`src/rtl/tinygrev_unit.sv`:
```
// Multi-cycle generalized-reverse (GREV) unit: one butterfly stage per clock,
// stages 0..4 applied in order, single-cycle done pulse when rd is final.
module tinygrev_unit (
  input  logic        clock,
  input  logic        reset,
  input  logic        start,
  input  logic [31:0] rs1,
  input  logic [4:0]  rs2,
  output logic [31:0] rd,
  output logic        busy,
  output logic        done
);

  typedef enum logic {S_IDLE, S_RUN} state_t;

  state_t      state_q, state_d;
  logic [2:0]  cnt;
  logic [4:0]  ctrl;
  logic        accept;
  logic        last;
  logic [31:0] stage;

  always_ff @(posedge clock) begin
    if (reset) state_q <= S_IDLE;
    else       state_q <= state_d;
  end

  always_comb begin
    state_d = state_q;
    case (state_q)
      S_IDLE:  if (start)      state_d = S_RUN;
      S_RUN:   if (cnt == 3'd4) state_d = S_IDLE;
      default: state_d = S_IDLE;
    endcase
  end

  always_comb begin
    busy   = (state_q == S_RUN);
    accept = start && !busy;
    last   = busy && (cnt == 3'd4);
  end

  // rd doubles as the working register; each stage is gated by its own ctrl bit.
  always_comb begin
    stage = rd;
    case (cnt)
      3'd0: if (ctrl[0]) stage = ((rd & 32'h5555_5555) << 1) | ((rd >> 1) & 32'h5555_5555);
      3'd1: if (ctrl[1]) stage = ((rd & 32'h3333_3333) << 2) | ((rd >> 2) & 32'h3333_3333);
      3'd2: if (ctrl[2]) stage = ((rd & 32'h0F0F_0F0F) << 4) | ((rd >> 4) & 32'h0F0F_0F0F);
      3'd3: if (ctrl[3]) stage = ((rd & 32'h00FF_00FF) << 8) | ((rd >> 8) & 32'h00FF_00FF);
      3'd4: if (ctrl[4]) stage = ((rd & 32'h0000_FFFF) << 16) | ((rd >> 16) & 32'h0000_FFFF);
      default: stage = rd;
    endcase
  end

  always_ff @(posedge clock) begin
    if (reset) begin
      rd   <= '0;
      ctrl <= '0;
      cnt  <= '0;
      done <= 1'b0;
    end else begin
      done <= last;
      if (accept) begin
        rd   <= rs1;
        ctrl <= rs2;
        cnt  <= '0;
      end else if (busy) begin
        rd  <= stage;
        cnt <= last ? 3'd0 : cnt + 3'd1;
      end
    end
  end

endmodule

```
`config.mk`:
```
export PLATFORM = sky130hd
export DESIGN_NAME = tinygrev_unit
export DESIGN_NICKNAME = d
export VERILOG_FILES = /design/src/rtl/tinygrev_unit.sv
export SDC_FILE = /design/constraint.sdc
export NUM_CORES = 1
export LEC_CHECK = 0
export ABC_CLOCK_PERIOD_IN_PS = 3200
export CORE_ASPECT_RATIO = 1.75
export CORE_MARGIN = 4
export CORE_UTILIZATION = 50
export DETAILED_ROUTE_END_ITERATION = 8
export PLACE_DENSITY = 0.83
export RECOVER_POWER = 100
export SLEW_MARGIN = 20
export SYNTH_ARGS = -nofsm -noshare
export SYNTH_HDL_FRONTEND = slang
export SYNTH_SLANG_ARGS = --single-unit
```
`constraint.sdc`:
```
create_clock -name clock -period 3.2 [get_ports clock]
set_input_delay 0.64 -clock clock [delete_from_list [all_inputs] [get_ports clock]]
set_output_delay 0.64 -clock clock [all_outputs]
set_load 0.005 [all_outputs]
```
==> results by group, run 1 <==
Detailed routing
  • Post-DR wirelength/cell: 19.8 um
  • Antenna viol nets, final: 0
  • WL final: 11.0 mm
  • Drt first pass iters: 6
  • Vias: 3802
  • DR vias/cell: 6.83
  • 1st-iter DRT viols: 580
  • Drc violations: 0

Placed design
  • PortBufs: 73
  • Pre-CTS setup slack: 633 ps
  • Gpl congestion: 0.942
  • DP HPWL: 7.28 mm
  • DP Cell Count: 550

Die
  • Starting Density: 0.522
  • Full die area: 8380 sq um
  • Row count: 39
  • Die width: 70.9 um
  • Core area: 6640 sq um
  • Chip height: 118 um
  • I/O Pins: 74

Logic synthesis
  • XOR/XNOR Fraction of Synth Area: 0
  • Syn. warnings: 0
  • Synth Area in Compound Gates: 0.475
  • Synthesized area: 3460 sq um
  • Share of the synthesized area in the top cell type: 0.243
  • Mapped Avg Cell Area: 7.82 sq um
  • Synth Area in Adders: 0.0181
  • Distinct cells, synth: 31
  • Net Count, Synth: 488
  • Post-synthesis instance total: 443
  • Main combinational cell family by area after synthesis: compound AO/OA/AOI/OAI gates
  • Seq cells post-synth: 42
  • Sequential element share of the synthesized area: 0.243
  • Mux contribution to synthesized area: 0.00289
  • Synth area leader: dfxtp_1
  • Post-synthesis simple-gate area fraction: 0.137
  • Top cells by area, synth: dfxtp_1, a211oi_1, a32oi_1, a211oi_2, a221oi_1

Timing
  • Setup Viol. Count Final: 0
  • RSZ-0062 raised after global routing: false
  • Final setup TNS: 0 ps
  • Fin. Hold Viols: 0
  • Max frequency: 378 MHz
  • Final count of pins violating max slew: 43
  • Clock skew: 5.85 ps
  • Slew headroom: -0.286
  • Post-route minimum period: 2650 ps
  • Final WS setup: 551 ps
  • Fin crit share: 0.828
  • Worst slew pin tran: 1930 ps

Power and ir drop
  • Internal Pwr Total: 1.18 mW
  • Tot Pwr: 1.72 mW
  • Switching share of power: 0.316
  • Seq pwr share: 0.397
  • Clock network fraction of design power: 0.345
  • Logic pwr share: 0.258
  • Power density cells: 404 nW/um^2
  • Switch Pwr: 0.543 mW
  • Leakage dissipation: 1.42 nW
  • VDD IR-drop max: 354 uV

GRT
  • Grt ovf: 0
  • Initial antenna violation count: 0
  • GRT Total Usage: 0.262
  • Number of global-route vias before repair: 3623
  • Largest net degree at the start of global routing: 103
  • First-pass GRT wire length: 18.1 mm

Worst setup path
  • Critical Path Fanout Max: 42
  • Worst EP required: 3250 ps
  • R2R Setup Slk: 640 ps
  • Setup crit start kind: input pin
  • CP cell instances: dlygate4sd3_1, clkbuf_1, a221oi_1
  • Number of stages on the worst setup path: 3
  • CP endpoint kind: flop
  • CP peak stage delay: 1380 ps
  • CP top delay family: buffers and inverters
  • CP Launch Point: reset
  • Reg2Reg Depth: 6
  • Worst path bufs/invs: 2
  • Setup CP Type: input pin to flop
  • RR Startpoint: cnt[0]
  • Crit path arrival time: 2700 ps
  • Critical R2R Capture: rd[2]
  • CP max stage cell: clkbuf_1

Clocking
  • CTS clk-pin slew, worst paths: 60 ps
  • Post-CTS repair timing setup buffer count: 0
  • CTS tree: yes
  • Post-cts sizing count: 0
  • Root Driver: clkbuf_16
  • H-tree lvl count: 2
  • # clock sinks: 42
  • CTS Buf Count: 5
  • Hold-fix buffers at CTS: 0
  • Clk_lat worst skew: 290 ps
  • Max clock buf depth: 2

Min path
  • Hold path cells: 2
  • Hold EP: ctrl[0]
  • Hold path startpoint: ctrl[0]
  • HP Class: flop to flop

Cells and area
  • N_diodes: 0
  • Core Util, Final: 0.642
  • Commonest non-fill, non-tap cells in the layout: a211oi_1, dfxtp_1, nor2_1, clkdlybuf4s50_1, inv_1
  • Fillcell total: 625
  • Synth-to-Final Area Change: 22.9%
  • Nets: 520
  • Commonest non-fill, non-tap cell in the layout: a211oi_1
  • Final cell count without fillers: 557
  • Layout cells sized above 1: 0.0884

Job
  • Max_cap viols: 1

Status
  • Failing checks: max-capacitance violations, max-slew violations
  • Status: complete, but fails checks
registers in the layout, summed over array words and instances (netlist names):
signal,flops
rd,32
ctrl,5
cnt,3
busy,1
done,1
layout make-up:
class,instances,area (sq um),share of cell area
inverter,36,135,0.0317
timing repair buffer,84,822,0.193
sequential,42,842,0.198
multi-input combinational,306,2190,0.514
clock buffer,6,139,0.0326
clock inverter,1,30.0,0.00705
tap,82,103,0.0241
worst max-delay path by stage:
stage                        end  slack [ps]
final                     rd[13]         550
after detailed placement  rd[13]         630
after global placement    rd[15]         720
after floorplan            rd[3]         970
after CTS                  rd[2]         740
after global routing      rd[13]         320
synth_stat cells:
cell type,instances
a2111oi_1,1
a211oi_1,43
a211oi_2,21
a21o_1,1
a21oi_1,9
a221oi_1,30
a221oi_2,2
a22oi_1,32
a311oi_1,1
a32oi_1,32
and2_1,32
and3_4,1
and3b_1,1
buf_1,4
buf_2,6
buf_6,9
clkbuf_1,40
dfxtp_1,42
ha_1,5
inv_1,36
mux2i_1,1
nand2_1,11
nand2b_1,2
nand3_1,1
nor2_1,38
nor2b_1,5
nor3_1,2
o21ai_0,32
o21bai_1,1
o31ai_1,1
or4_4,1
metrics by stage:
| step | area (sq um) | hold slack (ps) |
|---|---|---|
| detailed placement | 4110 | 458 |
| floorplan | 3460 | 432 |
| global route | 4260 | 480 |
| finish | 4260 | 463 |
| CTS | 4270 | 467 |
| global placement | 4110 | 454 |
power by group through the flow:
stage | registers (mW) | clock network (mW) | logic (mW)
2_1_floorplan | 0.652 | 0 | 0.292
3_3_place_gp | 0.689 | 0 | 0.446
3_5_place_dp | 0.691 | 0 | 0.462
4_1_cts | 0.680 | 0.602 | 0.464
5_1_grt | 0.689 | 0.624 | 0.490
6_report | 0.683 | 0.594 | 0.445
kinds of logic (layout without fill, tap and decap cells):
kind of cell / count (synthesis) / in the layout
buffers and inverters: 95 / 127
AOI/OAI and AO/OA: 206 / 206
DFF: 42 / 42
muxes: 1 / 1
adders and majority gates: 5 / 5
and+or+nand+nor: 94 / 94
per-layer routing:
metal	track usage	part of all wire	vias up	wire, um
met1	0.307	0.37	1770	4130
met4	0.141	0.050	0	550
met2	0.444	0.51	226	5590
met3	0.0427	0.068	53	744
met5	0	0	-	0
li1	-	-	1753	-
tightest hold or removal path: cells and delay by family (launching register included):
family / cells / cell delay (ps)
flip-flops: 1 / 310
AO/OA/AOI/OAI: 1 / 50
AND/OR/NAND/NOR: 1 / 50
Note: power is estimated with default switching activity, not from simulation.
==> run 2: changes to the inputs <==
--- a/config.mk
+++ b/config.mk
@@ -5,12 +5,12 @@
 export SDC_FILE = /design/constraint.sdc
 export NUM_CORES = 1
 export LEC_CHECK = 0
-export ABC_CLOCK_PERIOD_IN_PS = 3200
+export ABC_CLOCK_PERIOD_IN_PS = 2400
 export CORE_ASPECT_RATIO = 1.75
 export CORE_MARGIN = 4
-export CORE_UTILIZATION = 50
+export CORE_UTILIZATION = 47
 export DETAILED_ROUTE_END_ITERATION = 8
-export PLACE_DENSITY = 0.83
+export PLACE_DENSITY = 0.82
 export RECOVER_POWER = 100
 export SLEW_MARGIN = 20
 export SYNTH_ARGS = -nofsm -noshare
==> constraint.sdc (replaced) <==
create_clock -name clock -period 2.4 [get_ports clock]
set_input_delay 0.48 -clock clock [delete_from_list [all_inputs] [get_ports clock]]
set_output_delay 0.48 -clock clock [all_outputs]
set_load 0.005 [all_outputs]
==> run 2 against run 1 <==
Effect of this change:
- the run now ends clean
- final area is 1.1% higher
- critical path depth grew 4
- power up 29%
- clock power increased by 16%
- sequential cell count did not move
- count of clock-buffer cells in the layout decreased by 1
- sequential power up 34%
- routed wire length rose by 1.3%
- cell count grew 2.0%
- register-to-register slack got worse by 530 ps
- first-iteration DRC count is 13% higher
- worst setup slack lost 440 ps
- critical endpoint is now rd[12]
- largest power group unchanged
- highest routed layer unchanged
==> results by group, run 2 (synthesized netlist as in run 1, its figures left out) <==
Status
  • Status: complete, no violations

Timing
  • Fin crit share: 0.955
  • Final setup TNS: 0 ps (unchanged)
  • Final hold slack: 472 ps (+9.23 ps)
  • Final count of pins violating max slew: 0 (-100%)
  • Setup Viol. Count Final: 0 (unchanged)
  • Post-route minimum period: 2290 ps
  • Fin. Hold Viols: 0 (unchanged)
  • Worst slew pin tran: 548 ps (-1380 ps)
  • Clock skew: 6.33 ps (+0.484 ps)
  • Slew headroom: 0.634 (+0.920)
  • RSZ-0062 raised after global routing: false
  • Max frequency: 436 MHz

Cells and area
  • Layout cells sized above 1: 0.106 (+0.0174)
  • Biggest regs: rd: 32 flops, ctrl: 5 flops, cnt: 3 flops
  • Commonest non-fill, non-tap cell in the layout: a211oi_1
  • Synth-to-Final Area Change: 24.3%
  • Fillcell total: 674 (+7.8%)
  • Most flops, register: rd
  • Register area: 842 sq um (unchanged)
  • Core Util, Final: 0.600 (-0.0419)
  • N_diodes: 0 (unchanged)
  • Multi-input combinational cell area: 2190 sq um (+0.23%)
  • Max reg flops: 32 (unchanged)
  • Nets: 526 (+1.2%)
  • Final cell count without fillers: 568 (+2.0%)
  • Commonest non-fill, non-tap cells in the layout: a211oi_1, dfxtp_1, nor2_1

Worst setup path
  • CP peak stage delay: 530 ps (-850 ps)
  • Critical Path Fanout Max: 15 (-64%)
  • CP cell instances: inv_1, ha_1, or4_4, buf_4, a211oi_1, a211oi_2, a221oi_2
  • Crit path arrival time: 2490 ps (-210 ps)
  • CP max stage cell: or4_4
  • Setup CP Type: flop to flop
  • CP endpoint kind: flop
  • Worst EP required: 2590 ps (-660 ps)
  • Setup crit start kind: flop

Detailed routing
  • Vias: 3811 (+0.24%)
  • DR vias/cell: 6.71 (-1.7%)
  • 1st-iter DRT viols: 656 (+13%)
  • WL final: 11.2 mm (+1.3%)
  • Post-DR wirelength/cell: 19.6 um (-0.62%)
  • Antenna viol nets, final: 0 (unchanged)
  • Drc violations: 0 (unchanged)
  • Drt first pass iters: 6 (unchanged)

Job
  • Max_cap viols: 0 (-1)

Die
  • Core area: 7180 sq um (+8.2%)
  • Die width: 72.9 um (+2.8%)
  • Full die area: 8860 sq um (+5.8%)
  • I/O Pins: 74 (unchanged)
  • Chip height: 122 um (+2.9%)
  • Row count: 41 (+5.1%)
  • Starting Density: 0.482 (-0.0397)

GRT
  • Grt ovf: 0 (unchanged)
  • First-pass GRT wire length: 17.8 mm (-1.9%)
  • Number of global-route vias before repair: 3574 (-1.4%)
  • GRT Total Usage: 0.250 (-0.0115)
  • Initial antenna violation count: 0 (unchanged)
  • Largest net degree at the start of global routing: 66 (-36%)

Power and ir drop
  • VDD IR-drop max: 335 uV (-5.4%)
  • Power density cells: 514 nW/um^2 (+27%)
  • Leakage dissipation: 1.44 nW (+1.5%)
  • Tot Pwr: 2.21 mW (+29%)

Placed design
  • DP HPWL: 7.67 mm (+5.4%)
  • Gpl congestion: 0.989 (+5.1%)
  • PortBufs: 73 (unchanged)
  • DP Cell Count: 560 (+1.8%)

Clocking
  • Root Driver: clkbuf_16
  • H-tree lvl count: 2 (unchanged)
  • Max clock buf depth: 2 (unchanged)
  • CTS tree: yes
  • CTS clk-pin slew, worst paths: 70 ps (about the same)
  • # clock sinks: 42 (unchanged)
  • Hold-fix buffers at CTS: 0 (unchanged)
  • CTS Buf Count: 5 (unchanged)
  • Clk_lat worst skew: 290 ps (about the same)

Min path
  • HP Class: flop to flop
[run 2: metrics by stage]
| stage | instance area (sq um) | setup slack [ps] |
|---|---|---|
| 5_1_grt | 4310 | 0.375 |
| 2_1_floorplan | 3460 | 175 |
| 3_3_place_gp | 4170 | 215 |
| 3_5_place_dp | 4170 | 133 |
| 4_1_cts | 4310 | 133 |
| 6_report | 4310 | 109 |
[run 2: routing by layer]
| layer | track usage | routed length [um] |
|---|---|---|
| met3 | 0.0314 | 670 |
| met4 | 0.127 | 627 |
| met1 | 0.298 | 4170 |
| met5 | 0 | 0 |
| met2 | 0.430 | 5690 |
[run 2: power breakdown]
group / total [mW] / internal (mW) / switching (mW)
Clock: 0.688 / 0.386 / 0.303
Sequential: 0.914 / 0.764 / 0.150
Combinational: 0.612 / 0.307 / 0.305
Total: 2.21 / 1.46 / 0.758
[run 2: timing repair]
item	4_1_cts	5_1_grt
resized for setup	0	3
setup buffers	0	0
setup endpoints to repair	0	6
[run 2: layout make-up]
class	instances	share of cell area
Multi-Input combinational cell	306	0.509
Timing Repair Buffer	90	0.205
Sequential cell	42	0.196
Inverter	36	0.0314
Clock buffer	5	0.0291
Tap cell	86	0.0250
Clock inverter	3	0.00494
[run 2: path summary, 6_finish.rpt]
path	start	endpoint	slack, ps	cells past startpoint
worst max-delay path	cnt[0]	rd[12]	110	7
worst min register to register	ctrl[1]	ctrl[1]	470	2
worst max register to register	cnt[0]	rd[12]	110	7
worst min-delay path	ctrl[1]	ctrl[1]	470	2
[run 2: critical path: cells and delay by family (launching register included)]
kind / cells / cell delay, ps
DFF: 1 / 380
and+or+nand+nor: 1 / 530
adders and majority gates: 1 / 250
AOI/OAI and AO/OA: 3 / 690
buffers and inverters: 2 / 340
